$ cat config.mk
export PLATFORM = sky130hd
export DESIGN_NAME = pc_fetch_unit
export DESIGN_NICKNAME = d
export VERILOG_FILES = /design/src/rtl/pc_fetch_unit.sv
export SDC_FILE = /design/constraint.sdc
export NUM_CORES = 1
export LEC_CHECK = 0
export ABC_AREA = 1
export BUFFER_PORTS_ARGS = -buffer_cell sky130_fd_sc_hd__buf_2
export CAP_MARGIN = 10
export CORE_ASPECT_RATIO = 2
export CORE_MARGIN = 2
export CORE_UTILIZATION = 43
export CTS_CLUSTER_SIZE = 10
export DETAILED_ROUTE_END_ITERATION = 6
export PLACE_DENSITY = 0.78
export SYNTH_ARGS = -nofsm -noshare
export SYNTH_HDL_FRONTEND = slang
export SYNTH_SLANG_ARGS = --single-unit
export TNS_END_PERCENT = 10
$ cat constraint.sdc
create_clock -name clock -period 2.3 [get_ports clock]
set_input_delay 0.115 -clock clock [delete_from_list [all_inputs] [get_ports clock]]
set_output_delay 0.115 -clock clock [all_outputs]
set_load 0.02 [all_outputs]
$ cat src/rtl/pc_fetch_unit.sv
// Program counter and fetch sequencer feeding the instruction decoder.
// Chooses the next PC from jump/branch strobes and keeps retire/redirect counters.
module pc_fetch_unit #(
    parameter int PC_W = 12,
    parameter int RC_W = 16
) (
    input  logic             clock,
    input  logic             reset,
    input  logic             stall,
    input  logic             BR,
    input  logic             JP,
    input  logic             my_bne,
    input  logic             my_blt,
    input  logic             my_jal,
    input  logic             my_jr,
    input  logic             my_bex,
    input  logic             isNotEqual,
    input  logic             lt_true,
    input  logic             rstatus_nz,
    input  logic [16:0]      imm,
    input  logic [26:0]      target,
    input  logic [31:0]      rd_data,
    output logic [PC_W-1:0]  address_imem,
    output logic [PC_W-1:0]  pc,
    output logic [31:0]      pc_plus1,
    output logic             inst_valid,
    output logic             redirect,
    output logic [31:0]      retired_count,
    output logic [RC_W-1:0]  redirect_count
);

    typedef enum logic {
        S_BOOT = 1'b0,
        S_RUN  = 1'b1
    } state_t;

    state_t            r_state;
    state_t            w_state_next;
    logic [PC_W-1:0]   r_pc;
    logic [31:0]       r_retired;
    logic [RC_W-1:0]   r_redirects;

    logic [PC_W-1:0]   w_pc_inc;
    logic [PC_W-1:0]   w_br_target;
    logic [PC_W-1:0]   w_next_pc;
    logic              w_take;
    logic              w_br_taken;
    logic              w_unused;

    // my_jal only steers the writeback mux downstream; upper operand bits are beyond the PC range.
    assign w_unused = ^{my_jal, imm[16:PC_W], target[26:PC_W], rd_data[31:PC_W]};

    assign w_pc_inc    = r_pc + PC_W'(1);
    assign w_br_target = w_pc_inc + imm[PC_W-1:0];
    assign w_br_taken  = BR & ((my_bne & isNotEqual) | (my_blt & lt_true));

    always_comb begin
        w_next_pc = w_pc_inc;
        w_take    = 1'b0;
        if (my_jr) begin
            w_next_pc = rd_data[PC_W-1:0];
            w_take    = 1'b1;
        end else if (JP) begin
            w_next_pc = target[PC_W-1:0];
            w_take    = 1'b1;
        end else if (my_bex & rstatus_nz) begin
            w_next_pc = target[PC_W-1:0];
            w_take    = 1'b1;
        end else if (w_br_taken) begin
            w_next_pc = w_br_target;
            w_take    = 1'b1;
        end
    end

    always_ff @(posedge clock or posedge reset) begin
        if (reset) begin
            r_state <= S_BOOT;
        end else begin
            r_state <= w_state_next;
        end
    end

    always_comb begin
        w_state_next = r_state;
        address_imem = '0;
        inst_valid   = 1'b0;
        redirect     = 1'b0;
        case (r_state)
            S_BOOT: begin
                w_state_next = S_RUN;
            end
            S_RUN: begin
                inst_valid   = 1'b1;
                redirect     = w_take & ~stall;
                address_imem = stall ? r_pc : w_next_pc;
            end
            default: begin
                w_state_next = S_BOOT;
            end
        endcase
    end

    // pc tracks the address presented to the synchronous imem one edge earlier.
    always_ff @(posedge clock or posedge reset) begin
        if (reset) begin
            r_pc <= '0;
        end else begin
            r_pc <= address_imem;
        end
    end

    always_ff @(posedge clock or posedge reset) begin
        if (reset) begin
            r_retired   <= '0;
            r_redirects <= '0;
        end else begin
            if ((r_state == S_RUN) && !stall) begin
                r_retired <= r_retired + 32'd1;
            end
            if (redirect && (r_redirects != {RC_W{1'b1}})) begin
                r_redirects <= r_redirects + RC_W'(1);
            end
        end
    end

    assign pc             = r_pc;
    assign pc_plus1       = {{(32-PC_W){1'b0}}, w_pc_inc};
    assign retired_count  = r_retired;
    assign redirect_count = r_redirects;

endmodule
==> results of run 1 <==
-- metrics by stage --
step                        util  hold slack, ns  instances  worst slack, ns  power (W)
after floorplan                -          0.4099        552          -0.3157   0.002037
after global placement    0.5683          0.2691        803          -0.6708   0.002405
after detailed placement  0.5683          0.2760        803          -0.7864   0.002440
after CTS                 0.6392          0.1227        835          -0.7181   0.003927
after global routing      0.6527          0.1385        836          -0.9985   0.004150
final                     0.6527          0.1357        836          -0.7790   0.003939
-- worst max path at each step --
stage                     slack (ns)  cells past startpoint               end
after floorplan                -0.32                     21  address_imem[11]
after global placement         -0.67                     17  address_imem[10]
after detailed placement       -0.79                     17  address_imem[10]
after CTS                      -0.72                     19  address_imem[10]
after global routing            -1.0                     20  address_imem[11]
final                          -0.78                     22  address_imem[11]
-- flip-flops by register name (all words and copies together), names as in the netlist --
name,flops
r_state,1
pc,12
redirect_count,16
retired_count,32
-- synth_stat cells, drive strengths merged (2+ instances only) --
cell type | count | area share
a21o | 2 | 0.0036
a21oi | 38 | 0.046
buf | 23 | 0.041
clkbuf | 5 | 0.0045
clkinv | 2 | 0.0030
conb | 2 | 0.0018
dfrtp | 61 | 0.37
ha | 17 | 0.051
inv | 67 | 0.060
nand2 | 120 | 0.12
nand3 | 29 | 0.036
nand3b | 2 | 0.0036
nand4 | 11 | 0.020
nor2 | 53 | 0.068
nor3 | 7 | 0.011
o211ai | 3 | 0.0054
o21ai | 31 | 0.037
o21bai | 5 | 0.0090
or2 | 3 | 0.0045
xnor2 | 19 | 0.042
xor2 | 26 | 0.055
-- power breakdown --
part / total [W] / internal, W / switching (W)
Combinational: 0.00127 / 0.000494 / 0.000772
Clock: 0.00137 / 0.000842 / 0.000524
Sequential: 0.00131 / 0.00119 / 0.000122
-- worst max-delay path, delay by kind of cell, from the launching register on --
kind,cells,cell delay (ns)
compound gates,2,0.27
flops,1,0.43
fa+ha+maj,2,0.37
buf+inv,2,0.21
simple gates,16,1.34
-- layout make-up --
class	count	area, um^2	share of cell area
Clock buffer	9	225.2	0.03677
Clock inverter	7	75.07	0.01226
Sequential cell	61	1535	0.2507
Timing Repair Buffer	192	1175	0.1918
Tap cell	104	130.1	0.02125
Multi-Input combinational cell	394	2718	0.4437
Inverter	69	266.5	0.04351
-- routing by layer --
layer / vias to the layer above / part of all wire / global-route usage
li1: 2051 / - / -
met1: 2051 / 0.35 / 0.2481
met2: 176 / 0.56 / 0.4770
met3: 38 / 0.049 / 0.04940
met4: 0 / 0.037 / 0.1196
met5: - / 0 / 0
-- logic make-up (layout without fill, tap and decap cells) --
family          after synthesis  in the layout
compound gates               83             83
xor+xnor                     45             45
fa+ha+maj                    18             18
buf+inv                      97            277
flops                        61             61
other cells                   2             21
simple gates                227            227
-- timing repair --
action | CTS | global route
hold endpoints to repair | 30 | 0
endpoints found under the setup margin | 20 | 21
gates resized for setup | 66 | 25
hold buffers | 1 | 0
pin swaps | 36 | 18
setup buffers | 15 | 1
==> impl_metrics.toml, run 1 <==
[status]
status = "finished with violations"
failed_checks = "negative setup slack"

[setup_path]
reg2reg_depth = 16
cp.required_ns = 2.18
critical-path-slowest-cell = "dfrtp_2"
critPathArrivalTime_ns = 2.96
path_common_cell = "nand2_1"
worst-setup-path-type = "flop to output port"
rrSetupSlack_ns = -0.42
end_kind = "output port"
critPathMaxFanout = 3
r2r-end = "pc[8]$_DFF_PP0_"
setup.worst_path.start = "pc[0]$_DFF_PP0_"
critPathLaunchType = "flop"
reg2reg_from = "pc[3]$_DFF_PP0_"
cp_cell_sequence = "ha_4 > nand3_4 > nor2_4 > nand3_4 > nor2_4 > nand2_1 > nand2_1 > nand2_2 > inv_2 > ha_4 > nand2_2 > nand2_2 > a21oi_4 > nand3_1 > nand2_1 > nand3_1 > nand2_1 > nand3_1 > nand2_1 > nand2_2 > a21oi_4 > buf_6"
max_stage_delay_ns = 0.43

[timing]
post-route-period-util = 1.339
rsz0062_at_grt = "yes"
fin_crit_ns = 3.079
hold_viol = 0
setup_viol = 20
worst_slack_ns = -0.7790
timing.fmax_mhz = 324.8
fin_skew_ns = 0.004955
tns_ns = -8.209
drv_slew = 0
max-slew-margin-rel = 0.5275
tightestPinTransition_ns = 0.7077

[synthesis]
synth_edf_count = 0
synth_area_um2 = 4164
synth_fa_ha_area_frac = 0.05589
synth_xor_area_frac = 0.09645
ys_seq_elements = 61
yosys.area_share.simple = 0.2617
synthCells = 533
synth_top_flop_cell = "dfrtp_1"
synth_mux_area_frac = 0
yosys_warnings = 0
syn_avg_cell_area_um2 = 7.812
synth-compound-area-share = 0.1091
synth.distinct_cells = 42
seq_area_frac_synth = 0.3666
synth_top_family_by_area = "simple AND/OR/NAND/NOR gates"
async_flop_share = 1.000

[job]
maxCapViolCount = 0

[drt]
firstDrtPassIters = 4
antenna_left = 0
avgViaCountPerCell = 5.163
drt_iter0_markers = 223
route.detailed.drc = 0
vias = 4316
wl_per_cell_um = 15.57
wirelength_mm = 13.02

[finish]
drive_gt1_frac = 0.4358
antennaDiodeCount = 0
final_cell_mix = "buf_2, nand2_1, buf_4, inv_1, dfrtp_1"
fin_nets = 834
syn2layout_area_growth_pct = 47.09
fillers = 753
final_common_cell = "buf_2"
final_cell_area_um2 = 6125

[clock_tree]
clk_path_buf_depth = 2
cts_inserted_buffers = 9
insertion_delay_ns = 0.32
cts_sinks = 61
cts_tree = "yes"
htreeDepth = 3
cts_root_buffer = "clkbuf_16"
path_clk_slew_ns = 0.06

[global_route]
grt-ovfl-total = 0
grt_start_max_net_pins = 32
grt_pass1_vias = 4393
grt_pass1_wl_mm = 20.37
grt_antenna_before_repair = 0
grt_usage = 0.2516

[power]
peakVddDrop_uv = 521.8
p_leak_nw = 3.261
cellPowerDensity_nw_per_um2 = 643.2

[floorplan]
row_count = 50
initial_utilization = 0.4437
die_x_um = 73.59
core-area_um2 = 9384
pin_count = 195
die_area_um2 = 10530
die_h_um = 143.2

[place]
dp_hpwl_mm = 9.917
place.gp.congestion = 1.032
dpl_cell_area_um2 = 5333
port-buffer-count = 133

[worst_hold_path]
worstHoldPathCells = 3
hp-class = "input pin to flop"
hold-path-endpoint = "pc[1]$_DFF_PP0_"
hold_start = "rd_data[1]"
(Power assumes the default switching activity.)
==> run 2, diff against run 1 <==
Settings changed: RECOVER_POWER set to 25.
==> impl_metrics.toml, run 2 (synthesis results as in run 1) <==
[setup_path]
cp_cell_sequence = "ha_4 > nand3_4 > nor2_4 > nand3_4 > nor2_4 > nand2_1 > nand2_1 > nand2_2 > inv_2 > ha_4 > nand2_2 > nand2_2 > a21oi_4 > nand3_1 > nand2_1 > nand3_1 > nand2_1 > nand3_1 > nand2_1 > nand2_2 > a21oi_4 > buf_6"
r2r-end = "pc[8]$_DFF_PP0_"
reg2reg_depth = 18
critPathMaxFanout = 3
end_kind = "output port"
critical-path-slowest-cell = "dfrtp_2"
max_stage_delay_ns = 0.43
cp.required_ns = 2.18
critPathLaunchType = "flop"
setup.worst_path.start = "pc[0]$_DFF_PP0_"
critPathArrivalTime_ns = 2.98
worst-setup-path-type = "flop to output port"
path_common_cell = "nand2_1"
reg2reg_from = "pc[0]$_DFF_PP0_"
rrSetupSlack_ns = -0.42

[floorplan]
initial_utilization = 0.4437
die_x_um = 73.59
pin_count = 195
core-area_um2 = 9384
die_area_um2 = 10530
row_count = 50
die_h_um = 143.2

[clock_tree]
cts_sinks = 61
cts_inserted_buffers = 9
path_clk_slew_ns = 0.06
cts_tree = "yes"
cts_root_buffer = "clkbuf_16"
htreeDepth = 3
clk_path_buf_depth = 2
insertion_delay_ns = 0.32

[global_route]
grt_antenna_before_repair = 0
use_met2 = 0.4770
grt-ovfl-total = 0
met1_usage = 0.2481
grt.busiest_layer = "met2"
grt_pass1_vias = 4393
grt_start_max_net_pins = 32
grt_usage = 0.2516
met3_usage = 0.04940
grt_pass1_wl_mm = 20.37

[finish]
syn2layout_area_growth_pct = 46.51
fin_cells = 836
fillers = 763
utilization = 0.6501
antennaDiodeCount = 0
multi_input_area_um2 = 2718
drive_gt1_frac = 0.4085
fin_nets = 834
final_cell_mix = "buf_2, nand2_1, buf_4, inv_1, dfrtp_1"
final_common_cell = "buf_2"
final-seq-area_um2 = 1535
largest_reg_flops = 32

[timing]
tns_ns = -8.222
fin_crit_ns = 3.091
timing.fmax_mhz = 323.5
fin_skew_ns = 0.004909
hold_viol = 0
tightestPinTransition_ns = 1.292
worst_slack_ns = -0.7913
drv_slew = 0
rsz0062_at_grt = "yes"
setup_viol = 20
max-slew-margin-rel = 0.1374
post-route-period-util = 1.344

[place]
place.gp.congestion = 1.032
dp_hpwl_mm = 9.917
port-buffer-count = 133
place_inst = 803

[drt]
drt_iter0_markers = 173
avgViaCountPerCell = 5.138
route.detailed.drc = 0
wirelength_mm = 13.01
antenna_left = 0
firstDrtPassIters = 4
wl_per_cell_um = 15.57
vias = 4295

[status]
status = "finished with violations"
failed_checks = "negative setup slack"

[power]
p_leak_nw = 3.188
peakVddDrop_uv = 520.6
cellPowerDensity_nw_per_um2 = 643.9

[worst_hold_path]
worstHoldPathCells = 3
hold_start = "rd_data[1]"
hold-path-endpoint = "pc[1]$_DFF_PP0_"
hp-class = "input pin to flop"

[job]
maxCapViolCount = 0
[run 2: cell count changes in the layout (fill, tap and decap cells not counted)]
cell	before	now
buf_2	123	104
clkbuf_1	0	19
inv_1	55	56
inv_2	11	10
[run 2: worst max-delay path by stage]
stage                                   to  slack, ns  cells past startpoint
after floorplan           address_imem[11]      -0.32                     21
after global placement    address_imem[10]      -0.67                     17
after detailed placement  address_imem[10]      -0.79                     17
after CTS                 address_imem[10]      -0.72                     19
after global routing      address_imem[11]       -1.0                     20
final                     address_imem[11]      -0.79                     22
[run 2: layout make-up]
| class | count | share of cell area |
|---|---|---|
| inverters | 69 | 0.04368 |
| repair buffers | 192 | 0.1887 |
| clock inverters | 7 | 0.01231 |
| clock buffers | 9 | 0.03692 |
| multi-input cells | 394 | 0.4454 |
| flip-flops and latches | 61 | 0.2516 |
| well taps | 104 | 0.02133 |
[run 2: repair_timing]
action / CTS / global route
cloned: 0 / 0
buffers inserted: 15 / 1
endpoints found under the setup margin: 20 / 21
resized for setup: 66 / 25
endpoints found under the hold margin: 30 / 0
pin swaps: 36 / 18
hold buffers: 1 / 0
[run 2: worst max-delay path: cells and delay by family (launching register included)]
kind,cells,cell delay [ns]
AOI/OAI and AO/OA,2,0.26
and+or+nand+nor,16,1.34
buffers and inverters,2,0.22
adders and majority gates,2,0.38
DFF,1,0.43
[run 2: metrics by stage]
step	power, W	hold WS (ns)	worst slack [ns]	instance area, um^2
floorplan	0.002037	0.4099	-0.3157	4397
global placement	0.002405	0.2691	-0.6708	5333
detailed placement	0.002440	0.2760	-0.7864	5333
CTS	0.003927	0.1227	-0.7181	5998
global route	0.004144	0.1385	-0.9985	6101
finish	0.003928	0.1387	-0.7913	6101
[run 2: layer usage]
metal	vias to the layer above	routed length, um
met5	-	0
met4	0	476
met3	34	658
met1	2027	4552
li1	2052	-
met2	182	7326
[run 2: power breakdown]
group,leakage [nW],total (W),internal (W),switching (W)
clock network,0.138,0.00136,0.000842,0.000521
registers,0.789,0.00131,0.00119,0.000123
logic,2.26,0.00126,0.000484,0.000772
total,3.19,0.00393,0.00251,0.00142
